**src/rtl/lu_coeff_loader.sv**
```systemverilog
// Operand stage for the 3x3 LU solver: collects nine coefficients and three
// right-hand-side words from the front panel, holds them on a packed bus and
// runs the solver en/done handshake with a pivot pre-check and a watchdog.
module lu_coeff_loader #(
    parameter int unsigned WIDTH   = 16,
    parameter int unsigned TIMEOUT = 4096
) (
    input  logic                 clk,
    input  logic                 rst,
    input  logic [WIDTH-1:0]     data_in,
    input  logic                 load,
    input  logic                 start,
    input  logic                 ack,
    input  logic                 clr,
    input  logic                 solver_done,
    input  logic                 solver_err,
    output logic [12*WIDTH-1:0]  coef,
    output logic                 en,
    output logic [3:0]           idx,
    output logic                 full,
    output logic                 busy,
    output logic                 result_valid,
    output logic                 err_pivot,
    output logic                 err_timeout,
    output logic                 err_solver
);

    localparam int unsigned WdW = $clog2(TIMEOUT + 1);
    localparam logic [WdW-1:0] WdLast = WdW'(TIMEOUT - 1);

    typedef enum logic [2:0] {StLoad, StFull, StRun, StHold, StErr} state_e;

    state_e           state_q, state_d;
    logic [3:0]       idx_q, idx_d;
    logic [WIDTH-1:0] coef_q [12];
    logic             coef_we;
    logic             load_q, start_q, ack_q;
    logic [WdW-1:0]   wd_q, wd_d;
    logic             err_pivot_q, err_pivot_d;
    logic             err_timeout_q, err_timeout_d;
    logic             err_solver_q, err_solver_d;
    // settle_q marks the first FULL cycle after HOLD; a start edge seen there
    // is parked in pend_q so en stays low for at least two cycles.
    logic             settle_q, settle_d;
    logic             pend_q, pend_d;

    logic load_edge, start_edge, ack_edge;

    assign load_edge  = load & ~load_q;
    assign start_edge = start & ~start_q;
    assign ack_edge   = ack & ~ack_q;

    // Button edge detectors: one register stage per level input.
    always_ff @(posedge clk) begin
        if (!rst) begin
            load_q  <= 1'b0;
            start_q <= 1'b0;
            ack_q   <= 1'b0;
        end else begin
            load_q  <= load;
            start_q <= start;
            ack_q   <= ack;
        end
    end

    // Control state, entry index, watchdog and sticky error flags.
    always_ff @(posedge clk) begin
        if (!rst) begin
            state_q       <= StLoad;
            idx_q         <= 4'd0;
            wd_q          <= '0;
            err_pivot_q   <= 1'b0;
            err_timeout_q <= 1'b0;
            err_solver_q  <= 1'b0;
            settle_q      <= 1'b0;
            pend_q        <= 1'b0;
        end else begin
            state_q       <= state_d;
            idx_q         <= idx_d;
            wd_q          <= wd_d;
            err_pivot_q   <= err_pivot_d;
            err_timeout_q <= err_timeout_d;
            err_solver_q  <= err_solver_d;
            settle_q      <= settle_d;
            pend_q        <= pend_d;
        end
    end

    // Coefficient storage; written only from LOAD, one slot per load edge.
    always_ff @(posedge clk) begin
        if (!rst) begin
            for (int k = 0; k < 12; k++) begin
                coef_q[k] <= '0;
            end
        end else begin
            for (int k = 0; k < 12; k++) begin
                if (coef_we && (idx_q == 4'(k))) begin
                    coef_q[k] <= data_in;
                end
            end
        end
    end

    // Next-state logic; clr overrides every other event.
    always_comb begin
        state_d       = state_q;
        idx_d         = idx_q;
        wd_d          = wd_q;
        err_pivot_d   = err_pivot_q;
        err_timeout_d = err_timeout_q;
        err_solver_d  = err_solver_q;
        settle_d      = 1'b0;
        pend_d        = 1'b0;
        coef_we       = 1'b0;

        unique case (state_q)
            StLoad: begin
                if (load_edge) begin
                    coef_we = 1'b1;
                    idx_d   = idx_q + 4'd1;
                    if (idx_q == 4'd11) begin
                        state_d = StFull;
                    end
                end
            end
            StFull: begin
                if (settle_q) begin
                    pend_d = start_edge;
                end else if (start_edge || pend_q) begin
                    if (coef_q[0] == '0) begin
                        state_d     = StErr;
                        err_pivot_d = 1'b1;
                    end else begin
                        state_d       = StRun;
                        wd_d          = '0;
                        err_pivot_d   = 1'b0;
                        err_timeout_d = 1'b0;
                        err_solver_d  = 1'b0;
                    end
                end
            end
            StRun: begin
                if (solver_err) begin
                    err_solver_d = 1'b1;
                end
                if (wd_q != '1) begin
                    wd_d = wd_q + 1'b1;
                end
                // done takes priority over a same-cycle watchdog expiry
                if (solver_done) begin
                    state_d = StHold;
                end else if (wd_q == WdLast) begin
                    state_d       = StErr;
                    err_timeout_d = 1'b1;
                end
            end
            StHold: begin
                if (ack_edge) begin
                    state_d  = StFull;
                    settle_d = 1'b1;
                end
            end
            StErr: begin
                state_d = StErr;
            end
            default: begin
                state_d = StLoad;
            end
        endcase

        if (clr) begin
            state_d       = StLoad;
            idx_d         = 4'd0;
            err_pivot_d   = 1'b0;
            err_timeout_d = 1'b0;
            err_solver_d  = 1'b0;
            settle_d      = 1'b0;
            pend_d        = 1'b0;
            coef_we       = 1'b0;
        end
    end

    // Output decode, all taken directly from registered state.
    always_comb begin
        coef = '0;
        for (int k = 0; k < 12; k++) begin
            coef[WIDTH*k +: WIDTH] = coef_q[k];
        end
        en           = (state_q == StRun) || (state_q == StHold);
        busy         = (state_q == StRun);
        result_valid = (state_q == StHold);
        idx          = idx_q;
        full         = (idx_q == 4'd12);
        err_pivot    = err_pivot_q;
        err_timeout  = err_timeout_q;
        err_solver   = err_solver_q;
    end

endmodule
```
**config.mk**
```make
export PLATFORM = sky130hd
export DESIGN_NAME = lu_coeff_loader
export DESIGN_NICKNAME = d
export VERILOG_FILES = /design/src/rtl/lu_coeff_loader.sv
export SDC_FILE = /design/constraint.sdc
export NUM_CORES = 1
export LEC_CHECK = 0
export CELL_PAD_IN_SITES_DETAIL_PLACEMENT = 0
export CELL_PAD_IN_SITES_GLOBAL_PLACEMENT = 2
export CORE_ASPECT_RATIO = 1.2
export CORE_MARGIN = 4
export CORE_UTILIZATION = 32
export CTS_CLUSTER_DIAMETER = 50
export CTS_CLUSTER_SIZE = 12
export DETAILED_ROUTE_END_ITERATION = 12
export HOLD_SLACK_MARGIN = 0.12
export PLACE_DENSITY = 0.87
export SYNTH_ARGS = -nofsm -noshare
export SYNTH_HDL_FRONTEND = slang
export SYNTH_SLANG_ARGS = --single-unit
```
**constraint.sdc**
```tcl
create_clock -name clk -period 2.4 [get_ports clk]
set_clock_uncertainty 0.05 [all_clocks]
set_input_delay 0.24 -clock clk [delete_from_list [all_inputs] [get_ports clk]]
set_output_delay 0.24 -clock clk [all_outputs]
set_load 0.05 [all_outputs]
```
### Word level (Yosys, flattened, before mapping)

Memories as Yosys holds them, arrays and structs flattened.
Index checks and enable logic that the tools add are counted.

* input port bits: 24
* memory bits (writable): 192
* memories kept: 1
* output and inout port bits: 203
* word-level logic and storage cells: 168
* register bits: 28

Memory list
* coef_q: depth 12, bits a word 16, rd ports 12, clocked after memory_dff 0, write ports 12, line 35 `logic [WIDTH-1:0] coef_q [12];`

* muxes and demuxes: 76
* reduce and logical (&&, ||, !) cells: 27
* equal/unequal tests: 29
* bitwise logic cells: 22
* $add $sub $neg: 2

Operator list (count)
* two-way mux 16 bit: 12
* two-way mux 13 bit: 4
* two-way mux 1 bit: 48
* case mux 13 bit (2 select lines): 1
* two-way mux 3 bit: 8
* equality test 4 bit (second input constant): 5
* equality test 4 x 3 -> 1 bit (second input constant): 4
* logical NOT 16 bit: 1
* case mux 3 bit (5 select lines): 1
* inequality test 2 bit (second input constant): 7
* adder 13 x 1 -> 13 bit (second input constant): 1
* equality test 13 x 12 -> 1 bit (second input constant): 1
* inequality test 13 bit (second input constant): 1
* logical AND 1 bit: 12
* OR 1 bit: 12
* AND reduction 6 bit: 2
* AND reduction 5 bit: 2
* equality test 4 x 2 -> 1 bit (second input constant): 2
* inverter 1 bit: 7
* equality test 3 x 2 -> 1 bit (second input constant): 2
* inequality test 2 x 1 -> 1 bit (second input constant): 3
* adder 4 x 1 -> 4 bit (second input constant): 1
* equality test 4 x 1 -> 1 bit (second input constant): 1
* logical NOT 4 bit: 1
* 13 further kinds: 17

### Depth between registers and ports, before layout

Gate-level depths: netlist (run 1).

* depth after elaboration: 10
* depth in mapped cells: 8
* mapped depth without buffers: 6

### Worst setup path after synthesis (run 1)

Ideal clock, no wire load.

* path type: flip-flop to flip-flop
* start point: register idx_q[2], in the netlist idx[2]
* end point: memory coef_q[6][0], in the netlist coef_q[1][32] (enable)
* arrival time: 1.972 ns
* path slack: 0.006 ns
* stages on the path, launching flop included: 6
* data required time: 1.978 ns
* buffers on the path: 2
* clock period less this slack: 2.394 ns
* setup time: 0.372 ns
* cells stage by stage: dfxtp_1 nor2b_1 buf_1 nand3_2 buf_2 nand2_1

RTL lines
* start: declaration: line 34 `logic [3:0] idx_q, idx_d;`
* start signal: assignment: line 79 `idx_q <= idx_d;`
* end: declaration: line 35

### Final worst setup path (run 1)

* start point: register state_q[0]
* end point: output port result_valid

* longest elaborated chain between the ends: 1

RTL lines
* start: declaration: line 33 `state_e state_q, state_d;`
* start signal: assignment: line 69 `state_q <= StLoad;`
* start signal: assignment: line 78 `state_q <= state_d;`
* equality test 3 x 2 -> 1 bit: line 191 `result_valid = (state_q == StHold);`
* end: declaration: line 22 `output logic result_valid,`

Every way passes these cells.

==> results_dict.tcl, run 1 <==
set metrics [dict create \
    grt.overflow.total 0 \
    first_pass_iters 4 \
    synth_flop_cell "edfxtp_1" \
    utilization_pct 46.8 \
    nFillCells 2318 \
    vdd_drop_max_uv 357 \
    slew_headroom_pct 59.7 \
    setup_viol 0 \
    layout.cells.non_filler 1226 \
    met2_usage_pct 27.5 \
    critical_path_class "reg2out" \
    powerDensity_nw_per_um2 765 \
    cts_root_buf "clkbuf_16" \
    cts.sink_count 220 \
    grt_max_degree 30 \
    avgSynthCellArea_um2 14.0 \
    wl_per_cell_um 19.5 \
    die_h_um 186 \
    final_nets 904 \
    yosys-top-cells-count "edfxtp_1, nor2_1, nor2_2, nand2_1, dfxtp_1" \
    dieArea_um2 29200 \
    hold_ws_ns 0.223 \
    antenna_cells 0 \
    drive_gt1_share_pct 19.0 \
    fin_tns_setup_ns 0 \
    antenna_found_initial 0 \
    synth_area_leaders "edfxtp_1, dfxtp_1, nor2_1, nor2_2, nand2_1" \
    yosys.area.top_type "edfxtp_1" \
    htreeDepth 1 \
    tightest_slew_ns 0.603 \
    leakagePower_nw 4.42 \
    core-area_um2 26200 \
    drt_iter0_drc 303 \
    fin_crit_sh_pct 93.0 \
    synth-edff-count 192 \
    synth_seq_cells 220 \
    placed_cells 1180 \
    numCtsBuffers 27 \
    syn_nets 637 \
    outcome "completed" \
    io_buffers 226 \
    syn2layout_area_growth_pct 44.3 \
    post-route-min-period_ns 2.23 \
    grt_pass1_vias 5650 \
    cts.clk_slew.worst_paths_ns 0.06 \
    synth_top_area_share_pct 67.9 \
    cp.required_ns 2.11 \
    gp_congestion 0.781 \
    drv_slew 0 \
    grt_pass1_wl_um 35400 \
    hp-class "in2reg" \
    yosys_warnings 0 \
    antenna_left 0 \
    ios 227 \
    yosysSeqAreaShare_pct 74.6 \
    crit_fanout 7 \
    synth-async-reset-ratio_pct 0 \
    top_usage_layer "met2" \
    rsz0062_at_grt "false" \
    viasPerCell 4.61 \
    crit_arrival_ns 1.94 \
    cp-end-kind "output port" \
    cts_tree "yes" \
    grtUsageMet3_pct 2.69 \
    finalHoldViolCount 0 \
    grt_use_met1_pct 20.9 \
    clk_path_buf_depth 3 \
    post-cts-setup-buffer-count 0 \
    start_util_pct 32.4 \
    preCtsSetupSlack_ns 0.115 \
    routed_wl_um 23900 \
    drc 0 \
    synth.cell_area_um2 8490 \
    drv_cap 0 \
    rows 65 \
    yosys.cell_count.top_type "edfxtp_1" \
    fin_ws_ns 0.168 \
    syn_inst 608 \
    worst_skew_pair.late_latency_ns 0.51 \
    cp-start-kind "register" \
    dpl.hpwl_um 16900 \
    ys_types 52 \
    vias 5647 \
    max_freq_mhz 448 \
    grt.total_usage_pct 16.1 \
    die_w_um 157 \
]
through the flow:
stage | power [mW] | instance area (µm²)
after floorplan | 5.14 | 8490
after global placement | 5.64 | 11400
after detailed placement | 5.64 | 11400
after CTS | 9.47 | 12200
after global routing | 9.71 | 12200
final | 9.37 | 12200
critical path, cell delays in order, from the launching register on:
cell	delay, ns
dfxtp_1	0.44
nor2b_1	0.30
nand2_1	0.11
inv_1	0.06
dlygate4sd2_1	0.52
metal layers:
metal,wire (µm),up-vias
li1,-,2666
met1,9540,2698
met2,11900,243
met3,1840,40
met4,582,0
met5,0,-
where the power goes:
| group | switching (mW) | internal, mW |
|---|---|---|
| Combinational | 0.825 | 0.350 |
| Clock | 1.52 | 2.30 |
| Sequential | 0.0647 | 4.31 |
placed cells by master (no fill, tap or decap), drive strengths merged, types with 2 or more instances in the layout:
| master | count |
|---|---|
| and2b | 2 |
| clkbuf | 33 |
| nand2b | 4 |
| a2111oi | 2 |
| bufinv | 2 |
| nand2 | 40 |
| nand3 | 18 |
| a21bo | 2 |
| and3 | 6 |
| mux2i | 2 |
| a21o | 2 |
| dlygate4sd2 | 2 |
| a31oi | 3 |
| xor2 | 2 |
| nor4 | 4 |
| o21ai | 11 |
| and2 | 8 |
| edfxtp | 192 |
| nand4 | 3 |
| ha | 5 |
| nor2b | 4 |
| a21oi | 10 |
| clkinv | 5 |
| clkdlybuf4s50 | 221 |
| nor2 | 178 |
| inv | 25 |
| dfxtp | 28 |
| nor3 | 4 |
| buf | 50 |
| o221a | 7 |
what timing repair did:
item / CTS / global route
hold buffers: 1 / 0
pin swaps: 0 / 0
resized for setup: 2 / 1
hold endpoints to repair: 4 / 0
setup endpoints to repair: 2 / 1
kinds of logic after synthesis:
kind of cell	synth area share, %
buf+inv	3.46
compound gates	3.73
xor+xnor	0.310
mux	0.236
fa+ha+maj	0.737
flops	74.6
simple gates	17.0
cell type report:
type / instances / area [µm²] / share of cell area [%]
multi-input combinational: 331 / 1870 / 15.2
inverter: 21 / 78.8 / 0.644
sequential: 220 / 6330 / 51.7
clock buffer: 33 / 698 / 5.70
clock inverter: 12 / 146 / 1.20
timing repair buffer: 274 / 2710 / 22.1
tap: 335 / 419 / 3.42
registers in the layout, summed over array words and instances (netlist names), 3 cells and up:
signal / flops
idx: 4
wd_q: 13
state_q: 3
coef_q: 192
path summary, 6_finish.rpt:
| check | start | end | slack, ns | depth (start not counted) |
|---|---|---|---|---|
| worst min register to register | ack_q | settle_q | 0.36 | 1 |
| worst min-delay path | solver_err | err_solver | 0.22 | 3 |
| worst max-delay path | state_q[0] | result_valid | 0.17 | 4 |
| worst max register to register | state_q[0] | coef_q[1][37] | 0.35 | 6 |
Note: power is estimated with default switching activity, not from simulation.
==> run 2, diff against run 1 <==
--- a/config.mk
+++ b/config.mk
@@ -13,6 +13,7 @@
 export CTS_CLUSTER_DIAMETER = 50
 export CTS_CLUSTER_SIZE = 12
 export DETAILED_ROUTE_END_ITERATION = 12
+export GPL_TIMING_DRIVEN = 0
 export HOLD_SLACK_MARGIN = 0.12
 export PLACE_DENSITY = 0.87
 export SYNTH_ARGS = -nofsm -noshare
==> run 2 against run 1 <==
Against the previous run:
- clock-buffer cell count rose by 2
- total power fell by 1.2%
- final area shrank 1.7%
- via count decreased by 1.2%
- sequential share of layout area grew 0.90 points
- utilization is 0.81 points lower
- flip-flop and latch count unchanged
- global-route usage decreased by 0.17 points
- non-clock buffer count down 12
- register-to-register slack worse by 0.23 ns
- critical endpoint is now coef_q[0][49]
- combinational power barely moved
- setup slack got worse by 0.051 ns
==> results_dict.tcl, run 2 (synthesized netlist as in run 1, its figures left out) <==
set metrics [dict create \
    outcome "completed" \
    r2r_end "coef_q[0][49]" \
    ios 227 \
    fin_tns_setup_ns 0 \
    die_h_um 186 \
    grt_pass1_vias 5505 \
    p_total_mw 9.26 \
    r2r_cells 8 \
    crit_arrival_ns 2.40 \
    cts.clk_slew.worst_paths_ns 0.06 \
    htreeDepth 1 \
    hold_buffers 0 \
    drc 0 \
    viasPerCell 4.61 \
    seqPwrFrac_pct 47.1 \
    largest_reg_flops 192 \
    drive_gt1_share_pct 15.9 \
    io_buffers 226 \
    drt_iter0_drc 357 \
    holdCritStartpoint "solver_err" \
    setup_viol 0 \
    routed_wl_um 24200 \
    powerDensity_nw_per_um2 769 \
    die_w_um 157 \
    gp_congestion 0.792 \
    cp.required_ns 2.52 \
    max_freq_mhz 438 \
    utilization_pct 46.0 \
    wl_per_cell_um 20.0 \
    final_nets 889 \
    worst_skew_pair.late_latency_ns 0.51 \
    numCtsBuffers 24 \
    top_register "coef_q" \
    cts_tree "yes" \
    p_sw_share_pct 25.1 \
    drv_cap 0 \
    antenna_cells 0 \
    core-area_um2 26200 \
    p_switching_mw 2.32 \
    rsz0062_at_grt "false" \
    final_common_cell "clkdlybuf4s50_1" \
    nFillCells 2380 \
    grt_pass1_wl_um 34800 \
    r2r_start "state_q[1]" \
    antenna_left 0 \
    preCtsSetupSlack_ns -1.34 \
    grt_max_degree 17 \
    grt.total_usage_pct 15.9 \
    reg2reg_setup_slack_ns 0.12 \
    hold_ws_ns 0.246 \
    hold-path-endpoint "err_solver" \
    antenna_found_initial 0 \
    fin_ws_ns 0.117 \
    post-cts-setup-buffer-count 0 \
    crit_fanout 16 \
    cp-end-kind "register" \
    clk_path_buf_depth 3 \
    drv_slew 0 \
    tightest_slew_ns 1.23 \
    holdPathStages 3 \
    cp-start-kind "register" \
    vias 5578 \
    vdd_drop_max_uv 303 \
    critical_path_class "reg2reg" \
    dieArea_um2 29200 \
    p_int_mw 6.94 \
    syn2layout_area_growth_pct 41.8 \
    post-route-min-period_ns 2.28 \
    cts_root_buf "clkbuf_16" \
    first_pass_iters 4 \
    dpl.hpwl_um 17000 \
    pwr-share-comb_pct 12.4 \
    grt.overflow.total 0 \
    fin_crit_sh_pct 95.1 \
    leakagePower_nw 4.26 \
    slew_headroom_pct 17.7 \
    hp-class "in2reg" \
    rows 65 \
    clockPowerShare_pct 40.5 \
    finalHoldViolCount 0 \
    cts_resized 20 \
    start_util_pct 32.4 \
    final_cell_mix "clkdlybuf4s50_1, edfxtp_1, nor2_1" \
    cts.sink_count 220 \
]
-- run 2: how the worst max path moves through the flow --
| stage | slack [ns] | depth (start not counted) | end | start |
|---|---|---|---|---|
| 2_1_floorplan | 0.006 | 5 | coef_q[1][32] | idx[2] |
| 3_3_place_gp | -1.21 | 5 | coef_q[2][38] | rst |
| 3_5_place_dp | -1.34 | 5 | coef_q[2][36] | rst |
| 4_1_cts | 0.005 | 5 | coef_q[2][38] | rst |
| 5_1_grt | 0.005 | 8 | coef_q[0][61] | state_q[1] |
| 6_report | 0.12 | 8 | coef_q[0][49] | state_q[1] |
-- run 2: cell type report --
type / instances / area (µm²) / share of cell area [%]
Sequential cell: 220 / 6330 / 52.6
Timing Repair Buffer: 226 / 2250 / 18.7
Multi-Input combinational cell: 331 / 1940 / 16.1
Clock buffer: 35 / 694 / 5.77
Tap cell: 335 / 419 / 3.48
Buffer: 36 / 220 / 1.83
Clock inverter: 5 / 105 / 0.873
Inverter: 21 / 82.6 / 0.686
-- run 2: power by group through the flow --
stage                     registers [mW]  clock network, mW  logic (mW)
after floorplan                     4.97                  0       0.164
after global placement              4.44                  0        1.15
after detailed placement            4.44                  0        1.15
after CTS                           4.36               3.79        1.16
after global routing                4.37               3.97        1.19
final                               4.36               3.75        1.15
-- run 2: per-layer routing --
layer	routed length [µm]	vias to the layer above	track usage, %	share of wire, %
met5	0	-	0	0
met1	9890	2700	20.6	41
met3	1710	30	2.74	7.1
met4	391	0	3.54	1.6
li1	-	2628	-	-
met2	12200	220	27.8	50
-- run 2: stage by stage --
stage | std cells | cell area [µm²]
2_1_floorplan | 608 | 8490
3_3_place_gp | 1169 | 11200
3_5_place_dp | 1169 | 11200
4_1_cts | 1209 | 12000
5_1_grt | 1209 | 12000
6_report | 1209 | 12000
-- run 2: worst max-delay path: stages (launching register included) --
cell      delay, ns
dfxtp_1        0.29
buf_2          0.17
nor2_2         0.11
and4bb_4       0.30
and2b_4        0.21
buf_12         0.16
nand3_4        0.14
buf_6          0.21
nand2_2        0.30
